<file path="src/rtl/ald_sim_pkg.sv">
// Shared types and default constants for the ALD chamber plant model.
// Default values describe a 1 kHz tick, 1000-unit atmosphere and a 25..200 degree reactor.
package ald_sim_pkg;

  typedef enum logic [1:0] {
    COLD    = 2'd0,
    HEATING = 2'd1,
    AT_TEMP = 2'd2,
    COOLING = 2'd3
  } temp_state_e;

  localparam int DEF_W             = 16;
  localparam int DEF_PRESS_MAX     = 1000;
  localparam int DEF_PUMP_RATE     = 4;
  localparam int DEF_LEAK_RATE     = 1;
  localparam int DEF_FILL_RATE     = 8;
  localparam int DEF_PULSE_ADD     = 2;
  localparam int DEF_PSW_THRESH    = 100;
  localparam int DEF_ATM_THRESH    = 950;
  localparam int DEF_TEMP_AMBIENT  = 25;
  localparam int DEF_TEMP_TARGET   = 200;
  localparam int DEF_HEAT_DIV      = 4;
  localparam int DEF_COOL_DIV      = 8;
  localparam int DEF_P1_WARM_TICKS = 500;

  localparam int DIV_W   = 16;
  localparam int COUNT_W = 16;

endpackage

</file>
<file path="src/rtl/ald_pulse_counter.sv">
// Counts rising edges of one pulse valve every clk, saturating at all-ones.
module ald_pulse_counter
  import ald_sim_pkg::*;
(
  input  logic               clk,
  input  logic               rst,
  input  logic               valve_i,
  output logic [COUNT_W-1:0] count_o
);

  logic               prev_q;
  logic [COUNT_W-1:0] count_q, count_d;

  always_comb begin
    count_d = count_q;
    if (valve_i && !prev_q && (count_q != {COUNT_W{1'b1}}))
      count_d = count_q + COUNT_W'(1);
  end

  always_ff @(posedge clk or negedge rst) begin
    if (!rst) begin
      prev_q  <= 1'b0;
      count_q <= '0;
    end else begin
      prev_q  <= valve_i;
      count_q <= count_d;
    end
  end

  assign count_o = count_q;

endmodule

</file>
<file path="src/rtl/ald_chamber_sim.sv">
// Closed-loop ALD reactor plant: turns valve/MFC/heater commands into chamber sensor readings.
// Pressure, temperature and warm-up state advance only on the 1 kHz tick strobe.
module ald_chamber_sim
  import ald_sim_pkg::*;
#(
  parameter int W             = DEF_W,
  parameter int PRESS_MAX     = DEF_PRESS_MAX,
  parameter int PUMP_RATE     = DEF_PUMP_RATE,
  parameter int LEAK_RATE     = DEF_LEAK_RATE,
  parameter int FILL_RATE     = DEF_FILL_RATE,
  parameter int PULSE_ADD     = DEF_PULSE_ADD,
  parameter int PSW_THRESH    = DEF_PSW_THRESH,
  parameter int ATM_THRESH    = DEF_ATM_THRESH,
  parameter int TEMP_AMBIENT  = DEF_TEMP_AMBIENT,
  parameter int TEMP_TARGET   = DEF_TEMP_TARGET,
  parameter int HEAT_DIV      = DEF_HEAT_DIV,
  parameter int COOL_DIV      = DEF_COOL_DIV,
  parameter int P1_WARM_TICKS = DEF_P1_WARM_TICKS
) (
  input  logic         clk,
  input  logic         rst,
  input  logic         tick,
  input  logic         vv1,
  input  logic         vv2,
  input  logic         sv1,
  input  logic         sv4,
  input  logic         mfc,
  input  logic         reactorheater,
  input  logic         heaterson,
  output logic [W-1:0] pressure,
  output logic [W-1:0] temp,
  output logic         pressure_switch,
  output logic         atmosphere,
  output logic         tr,
  output logic         tp1,
  output logic         fault,
  output logic [15:0]  pulses_p1,
  output logic [15:0]  pulses_w,
  output logic [1:0]   temp_state_dbg
);

  localparam int PW = W + 2;

  // ---------------- pressure ----------------
  logic [W-1:0]          pressure_q, pressure_d;
  logic                  psw_q, atm_q, fault_q;
  logic signed [PW-1:0]  delta, p_sum;

  // Signed headroom of two bits lets the sum go below zero or above the ceiling before clamping.
  always_comb begin
    delta = '0;
    if (mfc)          delta = delta + PW'(FILL_RATE);
    if (sv1 || sv4)   delta = delta + PW'(PULSE_ADD);
    if (!(vv1 || vv2)) delta = delta + PW'(LEAK_RATE);
    if (vv1)          delta = delta - PW'(PUMP_RATE);
    if (vv2)          delta = delta - PW'(PUMP_RATE);
    p_sum = $signed({2'b00, pressure_q}) + delta;
    if (p_sum < 0)
      pressure_d = '0;
    else if (p_sum > $signed(PW'(PRESS_MAX)))
      pressure_d = W'(PRESS_MAX);
    else
      pressure_d = p_sum[W-1:0];
  end

  always_ff @(posedge clk or negedge rst) begin
    if (!rst) begin
      pressure_q <= W'(PRESS_MAX);
      psw_q      <= 1'b0;
      atm_q      <= 1'b1;
      fault_q    <= 1'b0;
    end else if (tick) begin
      pressure_q <= pressure_d;
      psw_q      <= (pressure_d <= W'(PSW_THRESH));
      atm_q      <= (pressure_d >= W'(ATM_THRESH));
      if (sv1 && sv4) fault_q <= 1'b1;
    end
  end

  // ---------------- reactor temperature ----------------
  temp_state_e        state_q;
  logic [W-1:0]       temp_q;
  logic [DIV_W-1:0]   div_q;
  logic               tr_q;

  // A heater change on the same tick as a divider rollover changes state without stepping temp.
  always_ff @(posedge clk or negedge rst) begin
    if (!rst) begin
      state_q <= COLD;
      temp_q  <= W'(TEMP_AMBIENT);
      div_q   <= '0;
      tr_q    <= 1'b0;
    end else if (tick) begin
      case (state_q)
        COLD: begin
          if (reactorheater) begin
            state_q <= HEATING;
            div_q   <= '0;
          end
        end
        HEATING: begin
          if (!reactorheater) begin
            state_q <= COOLING;
            div_q   <= '0;
          end else if (div_q == DIV_W'(HEAT_DIV - 1)) begin
            temp_q <= temp_q + W'(1);
            div_q  <= '0;
            if (temp_q >= W'(TEMP_TARGET - 1)) begin
              state_q <= AT_TEMP;
              tr_q    <= 1'b1;
            end
          end else begin
            div_q <= div_q + DIV_W'(1);
          end
        end
        AT_TEMP: begin
          if (!reactorheater) begin
            state_q <= COOLING;
            div_q   <= '0;
            tr_q    <= 1'b0;
          end
        end
        COOLING: begin
          if (reactorheater) begin
            state_q <= HEATING;
            div_q   <= '0;
          end else if (div_q == DIV_W'(COOL_DIV - 1)) begin
            temp_q <= temp_q - W'(1);
            div_q  <= '0;
            if (temp_q <= W'(TEMP_AMBIENT + 1))
              state_q <= COLD;
          end else begin
            div_q <= div_q + DIV_W'(1);
          end
        end
        default: begin
          state_q <= COLD;
          div_q   <= '0;
          tr_q    <= 1'b0;
        end
      endcase
    end
  end

  // ---------------- precursor warm-up ----------------
  logic [COUNT_W-1:0] warm_q;
  logic               tp1_q;

  // Dropping heaterson clears on any clk, not only on ticks.
  always_ff @(posedge clk or negedge rst) begin
    if (!rst) begin
      warm_q <= '0;
      tp1_q  <= 1'b0;
    end else if (!heaterson) begin
      warm_q <= '0;
      tp1_q  <= 1'b0;
    end else if (tick && (warm_q != COUNT_W'(P1_WARM_TICKS))) begin
      warm_q <= warm_q + COUNT_W'(1);
      tp1_q  <= (warm_q == COUNT_W'(P1_WARM_TICKS - 1));
    end
  end

  // ---------------- pulse counters ----------------
  ald_pulse_counter u_cnt_p1 (
    .clk     (clk),
    .rst     (rst),
    .valve_i (sv1),
    .count_o (pulses_p1)
  );

  ald_pulse_counter u_cnt_w (
    .clk     (clk),
    .rst     (rst),
    .valve_i (sv4),
    .count_o (pulses_w)
  );

  assign pressure        = pressure_q;
  assign pressure_switch = psw_q;
  assign atmosphere      = atm_q;
  assign fault           = fault_q;
  assign temp            = temp_q;
  assign tr              = tr_q;
  assign tp1             = tp1_q;
  assign temp_state_dbg  = state_q;

endmodule

</file>
<file path="config.mk">
export PLATFORM = sky130hd
export DESIGN_NAME = ald_chamber_sim
export DESIGN_NICKNAME = d
export VERILOG_FILES = /design/src/rtl/ald_sim_pkg.sv /design/src/rtl/ald_pulse_counter.sv /design/src/rtl/ald_chamber_sim.sv
export SDC_FILE = /design/constraint.sdc
export NUM_CORES = 1
export LEC_CHECK = 0
export ABC_AREA = 1
export CORE_ASPECT_RATIO = 1.5
export CORE_MARGIN = 2
export CORE_UTILIZATION = 45
export CTS_BUF_LIST = sky130_fd_sc_hd__clkbuf_2
export DETAILED_ROUTE_END_ITERATION = 16
export GPL_ROUTABILITY_DRIVEN = 0
export GPL_TIMING_DRIVEN = 0
export PLACE_DENSITY_LB_ADDON = 0.08
export REMOVE_ABC_BUFFERS = 1
export SKIP_LAST_GASP = 1
export SYNTH_ARGS = -nofsm -noshare
export SYNTH_HDL_FRONTEND = slang
export SYNTH_HIERARCHICAL = 1
export SYNTH_SLANG_ARGS = --single-unit
</file>
<file path="constraint.sdc">
create_clock -name clk -period 4.2 [get_ports clk]
set_input_delay 1.05 -clock clk [delete_from_list [all_inputs] [get_ports clk]]
set_output_delay 1.05 -clock clk [all_outputs]
set_load 0.05 [all_outputs]
</file>
==> After elaboration in Yosys (flattened, before gate mapping) <==
Cells that the tools add are included.
{ "word_totals": {"input_bits": 10, "latch_bits": 0, "word_cells": 107, "out_inout_bits": 71, "mem_bits_ro": 0, "register_bits": 105, "n_memories": 0, "ram_bits": 0} }
{ "op_classes": {"n_div": 0, "n_bitwise": 0, "n_lt_le_gt_ge": 6, "mux": 37, "multipliers": 0, "shifts": 0, "eq_ne": 21, "reduce_logical": 18, "addsub": 11} }
{ "ops": {"columns": ["op", "n"], "rows": [
  ["2-to-1 mux 16 bit", 14],
  ["adder 16 x 1 -> 16 bit (second input constant)", 5],
  ["2-to-1 mux 18 bit", 4],
  ["one-hot mux 16 bit (4 select lines)", 1],
  ["subtractor 18 x 4 -> 18 bit (second input constant)", 2],
  ["inequality test 16 bit (second input constant)", 2],
  ["one-hot mux 16 bit (2 select lines)", 1],
  ["adder 17 x 18 -> 18 bit", 1],
  ["adder 18 x 2 -> 18 bit (second input constant)", 1],
  ["adder 18 x 3 -> 18 bit (second input constant)", 1],
  ["greater-than comparator 18 x 11 -> 1 bit (second input constant)", 1],
  ["less-than comparator 18 x 1 -> 1 bit (second input constant)", 1],
  ["== test 16 x 2 -> 1 bit (second input constant)", 1],
  ["== test 16 x 3 -> 1 bit (second input constant)", 1],
  ["== test 16 x 9 -> 1 bit (second input constant)", 1],
  [">= comparator 16 x 10 -> 1 bit (second input constant)", 1],
  [">= comparator 16 x 8 -> 1 bit (second input constant)", 1],
  ["less-or-equal comparator 16 x 5 -> 1 bit (second input constant)", 1],
  ["less-or-equal comparator 16 x 7 -> 1 bit (second input constant)", 1],
  ["2-to-1 mux 2 bit", 8],
  ["inequality test 16 x 9 -> 1 bit (second input constant)", 1],
  ["subtractor 16 x 1 -> 16 bit (second input constant)", 1],
  ["inequality test 2 bit (second input constant)", 7],
  ["inequality test 3 bit (second input constant)", 4],
  ["other kinds (16)", 31]
]} }

==> Depth between registers and ports, before layout <==
{ "depth": {"word_depth": 14, "ltp_mapped": 27, "ltp_nobuf": 27} }

==> Cells and area by module <==
The synthesis kept the hierarchy.
{ "by_module_without_submodules": {"columns": ["mod", "area_per_inst_um2", "instances", "seq_area_each_um2", "cells_each"], "rows": [
  ["ald_chamber_sim", 5514.0, 1, 1789.2, 789],
  ["ald_pulse_counter at u_cnt_p1", 1046.0, 1, 425.4, 146],
  ["ald_pulse_counter at u_cnt_w", 1011.0, 1, 425.4, 142]
]} }

==> Worst setup path after synthesis <==
OpenSTA, ideal clock, no wires.
{ "synth_timing": {"kind": "input -> register", "start": "input mfc", "end": "register psw_q (netlist: pressure_switch)", "n_path_buf": 0, "setup_ns": 0.066, "arrival_time_ns": 3.833, "setup_slack_ns": 0.301, "path_stages": 23, "required_time_ns": 4.134, "path_cell_list": "inv_1 -> ha_1 -> inv_1 -> ha_1 -> a21oi_1 -> ha_1 -> nand2_1 -> inv_2 -> nand2_1 -> nand2_1 -> a21oi_1 -> nand2_1 -> nand2_1 -> nand2_1 -> nor2_1 -> nand3_1 -> nand2_2 -> nand2_2 -> o21ai_2 -> nand2_1 -> nor2_1 -> nand2_1 -> nand2_1"} }
{ "synth_via": {"elab_chain_len": 14, "elab_cells_between_ends": 15, "cone_classes": "add/sub: 5; order compare: 3; mux: 7"} }
{ "synth_rtl": {"columns": ["element", "line", "source"], "rows": [
  ["from (decl)", "ald_chamber_sim.sv:27", "input logic mfc,"],
  ["2-to-1 mux 4 bit *", "ald_chamber_sim.sv:52", "if (mfc) delta = delta + PW'(FILL_RATE);"],
  ["adder 18 x 3 -> 18 bit", "ald_chamber_sim.sv:53", "if (sv1 || sv4) delta = delta + PW'(PULSE_ADD);"],
  ["2-to-1 mux 18 bit *", "ald_chamber_sim.sv:53", null],
  ["adder 18 x 2 -> 18 bit", "ald_chamber_sim.sv:54", "if (!(vv1 || vv2)) delta = delta + PW'(LEAK_RATE);"],
  ["2-to-1 mux 18 bit *", "ald_chamber_sim.sv:54", null],
  ["subtractor 18 x 4 -> 18 bit", "ald_chamber_sim.sv:55", "if (vv1) delta = delta - PW'(PUMP_RATE);"],
  ["2-to-1 mux 18 bit *", "ald_chamber_sim.sv:55", null],
  ["subtractor 18 x 4 -> 18 bit", "ald_chamber_sim.sv:56", "if (vv2) delta = delta - PW'(PUMP_RATE);"],
  ["2-to-1 mux 18 bit *", "ald_chamber_sim.sv:56", null],
  ["adder 17 x 18 -> 18 bit *", "ald_chamber_sim.sv:57", "p_sum = $signed({2'b00, pressure_q}) + delta;"],
  ["greater-than comparator 18 x 11 -> 1 bit", "ald_chamber_sim.sv:60", "else if (p_sum > $signed(PW'(PRESS_MAX)))"],
  ["2-to-1 mux 16 bit", "ald_chamber_sim.sv:60", null],
  ["2-to-1 mux 16 bit *", "ald_chamber_sim.sv:58", "if (p_sum < 0)"],
  ["less-or-equal comparator 16 x 7 -> 1 bit *", "ald_chamber_sim.sv:74", "psw_q <= (pressure_d <= W'(PSW_THRESH));"],
  ["to (signal assigned)", "ald_chamber_sim.sv:74", null],
  ["to (decl)", "ald_chamber_sim.sv:46", "logic psw_q, atm_q, fault_q;"]
]} }
Mark *: on every way between the ends. The rest lies on a longest branch, timed or not.
A chain may end at the register's enable or synchronous reset.

==> Worst setup path after layout <==
{ "layout_timing": {"start": "input vv1", "end": "register psw_q (netlist: pressure_switch)"} }
{ "layout_via": {"elab_chain_len": 11, "elab_cells_between_ends": 12, "cone_classes": "add/sub: 3; order compare: 3; mux: 5; reduce/logical: 1"} }
{ "layout_rtl": {"columns": ["element", "line", "source"], "rows": [
  ["from (decl)", "ald_chamber_sim.sv:23", "input logic vv1,"],
  ["logical OR 1 bit", "ald_chamber_sim.sv:54", null],
  ["2-to-1 mux 18 bit", "ald_chamber_sim.sv:54", null],
  ["subtractor 18 x 4 -> 18 bit", "ald_chamber_sim.sv:55", null],
  ["2-to-1 mux 18 bit *", "ald_chamber_sim.sv:55", null],
  ["subtractor 18 x 4 -> 18 bit", "ald_chamber_sim.sv:56", null],
  ["2-to-1 mux 18 bit *", "ald_chamber_sim.sv:56", null],
  ["adder 17 x 18 -> 18 bit *", "ald_chamber_sim.sv:57", null],
  ["greater-than comparator 18 x 11 -> 1 bit", "ald_chamber_sim.sv:60", null],
  ["2-to-1 mux 16 bit", "ald_chamber_sim.sv:60", null],
  ["2-to-1 mux 16 bit *", "ald_chamber_sim.sv:58", null],
  ["less-or-equal comparator 16 x 7 -> 1 bit *", "ald_chamber_sim.sv:74", null]
]} }
Marks and branches as above.

==> impl_metrics.toml <==
[timing]
finalHoldViolCount = 0
max_slew.worst_pin.slew_ps = 865
finClkSkew_ps = 46.2
worst_relative_slew_slack_pct = 42.2
rsz0062_at_grt = "no"
period_minus_slack_ps = 3820
layout_worst_path_cycle_share_pct = 90.8
setup_violations = 0
fmax_ghz = 0.262
report.final.slew_viol_count = 0

[cells_and_area]
signed_area_change_from_the_synthesized_netlist_to_the_final_layout_pct = 14.6
ff_latch_area_sq_um = 2640
final_net_count = 1217
finish.instance_area_sq_um = 8670
num-fill-cells = 1687
area_used_by_multi_input_combinational_logic_sq_um = 4260
layout.cells.non_filler = 1375
share_of_layout_cells_above_drive_strength_1_pct = 8.51

[power]
seqPwrFrac_pct = 32.3
power_switching_share_pct = 50.7
p_switching_mw = 2.23
p_int_mw = 2.17
clockPowerShare_pct = 10.5
power_density_nw_per_um2 = 507
worst_vdd_ir_uv = 469
power_leakage_nw = 4.10
power.share.combinational_pct = 57.2

[floorplan]
pin_count = 81
design.die.area_sq_um = 17900
die_height_um = 163
fp.coreArea_sq_um = 16600
std_cell_rows = 58
initial_utilization_pct = 45.6
die_w_um = 110

[critical_path]
timing.critical_path.mode_cell = "sky130_fd_sc_hd__nand2_1"
worst-endpoint-required_ps = 4810
setup_crit_end_kind = "flop"
cp_slowest_stage_delay_ps = 420
worst_path_max_delay_cell = "sky130_fd_sc_hd__clkdlybuf4s50_1"
cp.buffers_inverters = 3
critical_path.startpoint_type = "input pin"
crit_fanout = 5
critical_path_class = "in2reg"
timing.critical_path.max_delay_family = "simple AND/OR/NAND/NOR gates"
timing.critical_path.arrival_ps = 4420

[global_route]
grt_max_degree = 62
grt_antenna_before_repair = 1
global_route.overflow_total = 0
grt_pass1_wl_mm = 30.5
vias_in_the_first_global_route = 6566
grt_use_total_pct = 21.5

[clock_network]
clk_latency_worst_skew_pair_ps = 650
tritoncts_num_sinks = 105
clock_tree_from_tritoncts = "yes"
clk_pin_slew_ps = 300
cts_buffers = 9
root_buffer = "sky130_fd_sc_hd__clkbuf_2"
clock_tree.buffer_depth = 2
clock_tree.htree_level_count = 3

[drt]
num_vias = 6912
detail_route.wl_per_cell_um = 13.1
postRouteWirelength_mm = 18.0
drcViolationCount = 0
viasPerCell = 5.03
initialDrtViolationCount = 291
drt_pass1_iterations = 5
antenna_viol_nets_final = 0

[yosys]
yosysWarningCount = 6
ys_async_sr_fraction_pct = 100
synthDistinctLibCells = 46
synth.cell_area_sq_um = 7570
ys_seq_area_share_pct = 34.9
synth-edff-count = 0
yosys_reg_bits = 105
synth_flop_cell = "sky130_fd_sc_hd__dfrtp_1"
postSynthAreaPerCell_sq_um = 7.03
synth_instances = 1077

[run_status]
outcome = "completed"

[placed_design]
cell_area_after_placement_sq_um = 8570
hpwlAfterDp_mm = 13.8
post-place-cells = 1358
portBuffers = 80

[job]
cap_viol_max_count = 0

[worst_hold_path]
timing.hold.worst.class = "in2async"
path summary, 6_finish.rpt:
kind	slack [ps]	endpoint	cells past startpoint	startpoint
worst max-delay path	380	pressure_switch	25	vv1
worst min-delay path	340	u_cnt_w/count_o[9]	1	rst
worst max register to register	750	temp[12]	16	temp_state_dbg[0]
worst min register to register	500	atmosphere	2	atmosphere
max in group asynchronous	3040	pressure[8]	2	rst
min in group clk	500	atmosphere	2	atmosphere
timing repair:
| action | 4_1_cts | 5_1_grt |
|---|---|---|
| buffers inserted | 0 | 0 |
| setup endpoints to repair | 12 | 9 |
| endpoints found under the hold margin | 0 | 0 |
| gates resized for setup | 1 | 1 |
| hold buffers | 0 | 0 |
cell usage in the layout, fill, tap and decap left out, drive strengths merged, types with 9 or more instances in the layout:
cell type,synthesis,final
ha,46,46
nor2,125,125
nand4,26,26
a21oi,47,47
o21ai,61,61
xnor2,19,19
nand2,338,338
nand3,67,67
clkbuf,2,11
xor2,9,9
inv,156,159
clkdlybuf4s50,0,79
dfrtp,95,95
nor3,24,24
dfstp,10,10
area by class of cell:
type                       count  area share [%]
clock inverter                 5           0.418
multi-input combinational    803            49.1
timing repair buffer          81            9.52
sequential                   105            30.4
antenna                        1          0.0288
clock buffer                  11           0.635
inverter                     159            6.88
tap                          210            3.03
layer usage:
metal | up-vias | global-route usage [%] | wire length [um]
met5 | - | 0 | 0
li1 | 3627 | - | -
met1 | 3162 | 24.9 | 7650
met3 | 29 | 2.80 | 501
met4 | 0 | 7.59 | 415
met2 | 94 | 39.5 | 9400
registers in the layout (all words and copies together), names as in the netlist:
name / count
atmosphere: 1
div_q: 16
fault: 1
pressure: 16
pressure_switch: 1
temp: 16
temp_state_dbg: 2
tp1: 1
tr: 1
u_cnt_p1/count_o: 16
u_cnt_p1/prev_q: 1
u_cnt_w/count_o: 16
u_cnt_w/prev_q: 1
warm_q: 16
cell usage after synthesis (2+ instances only):
cell type                   instances  area [sq um]
sky130_fd_sc_hd__a211oi_1           2          15.0
sky130_fd_sc_hd__a21oi_1           45           225
sky130_fd_sc_hd__a21oi_2            2          17.5
sky130_fd_sc_hd__a31oi_1            2          12.5
sky130_fd_sc_hd__and2_1             2          12.5
sky130_fd_sc_hd__buf_6              6          67.6
sky130_fd_sc_hd__clkbuf_1           2          7.51
sky130_fd_sc_hd__clkinv_1           3          11.3
sky130_fd_sc_hd__dfrtp_1           95          2380
sky130_fd_sc_hd__dfstp_2           10           263
sky130_fd_sc_hd__fa_1               2          40.0
sky130_fd_sc_hd__ha_1              46           576
sky130_fd_sc_hd__inv_1            143           537
sky130_fd_sc_hd__inv_2             13          48.8
sky130_fd_sc_hd__nand2_1          318          1190
sky130_fd_sc_hd__nand2_2           20           125
sky130_fd_sc_hd__nand3_1           63           315
sky130_fd_sc_hd__nand3_2            4          40.0
sky130_fd_sc_hd__nand3b_1           7          52.6
sky130_fd_sc_hd__nand4_1           25           156
sky130_fd_sc_hd__nor2_1           106           398
sky130_fd_sc_hd__nor2_2            16           100
sky130_fd_sc_hd__nor2_4             3          33.8
sky130_fd_sc_hd__nor3_1            23           115
sky130_fd_sc_hd__nor4_1             6          37.5
sky130_fd_sc_hd__o2111ai_1          3          26.3
sky130_fd_sc_hd__o21a_1             2          15.0
sky130_fd_sc_hd__o21ai_0           46           230
sky130_fd_sc_hd__o21ai_1            7          35.0
sky130_fd_sc_hd__o21ai_2            8          70.1
sky130_fd_sc_hd__o21bai_1           3          22.5
sky130_fd_sc_hd__o31ai_1            3          22.5
sky130_fd_sc_hd__or2_1              2          12.5
sky130_fd_sc_hd__xnor2_1           19           166
sky130_fd_sc_hd__xor2_1             9          78.8
stage by stage:
stage | setup WS [ps] | power (mW) | setup TNS, ps | hold slack, ps | utilization [%]
floorplan | 278 | 3.26 | 0 | 433 | -
global route | 7.02 | 4.81 | 0 | 330 | 52.2
CTS | 178 | 4.46 | 0 | 323 | 52.1
global placement | -2230 | 3.95 | -229580 | 448 | 51.4
detailed placement | -1020 | 3.98 | -11050 | 453 | 51.6
finish | 385 | 4.40 | 0 | 344 | 52.2
power groups by stage:
| stage | logic (mW) | clock network (mW) | registers (mW) |
|---|---|---|---|
| after global routing | 2.82 | 0.523 | 1.46 |
| final | 2.52 | 0.463 | 1.42 |
| after floorplan | 1.34 | 0 | 1.92 |
| after CTS | 2.55 | 0.489 | 1.43 |
| after detailed placement | 2.53 | 0 | 1.44 |
| after global placement | 2.50 | 0 | 1.45 |
cell families (layout without fill, tap and decap cells):
| kind of cell | count (synthesis) | after routing | share of synthesized area [%] |
|---|---|---|---|
| buf+inv | 169 | 256 | 9.07 |
| xor+xnor | 28 | 28 | 3.24 |
| simple gates | 600 | 600 | 35.0 |
| fa+ha+maj | 48 | 48 | 8.13 |
| flops | 105 | 105 | 34.9 |
| other cells | 0 | 1 | 0 |
| compound gates | 127 | 127 | 9.65 |
Note: power is estimated with default switching activity, not from simulation.
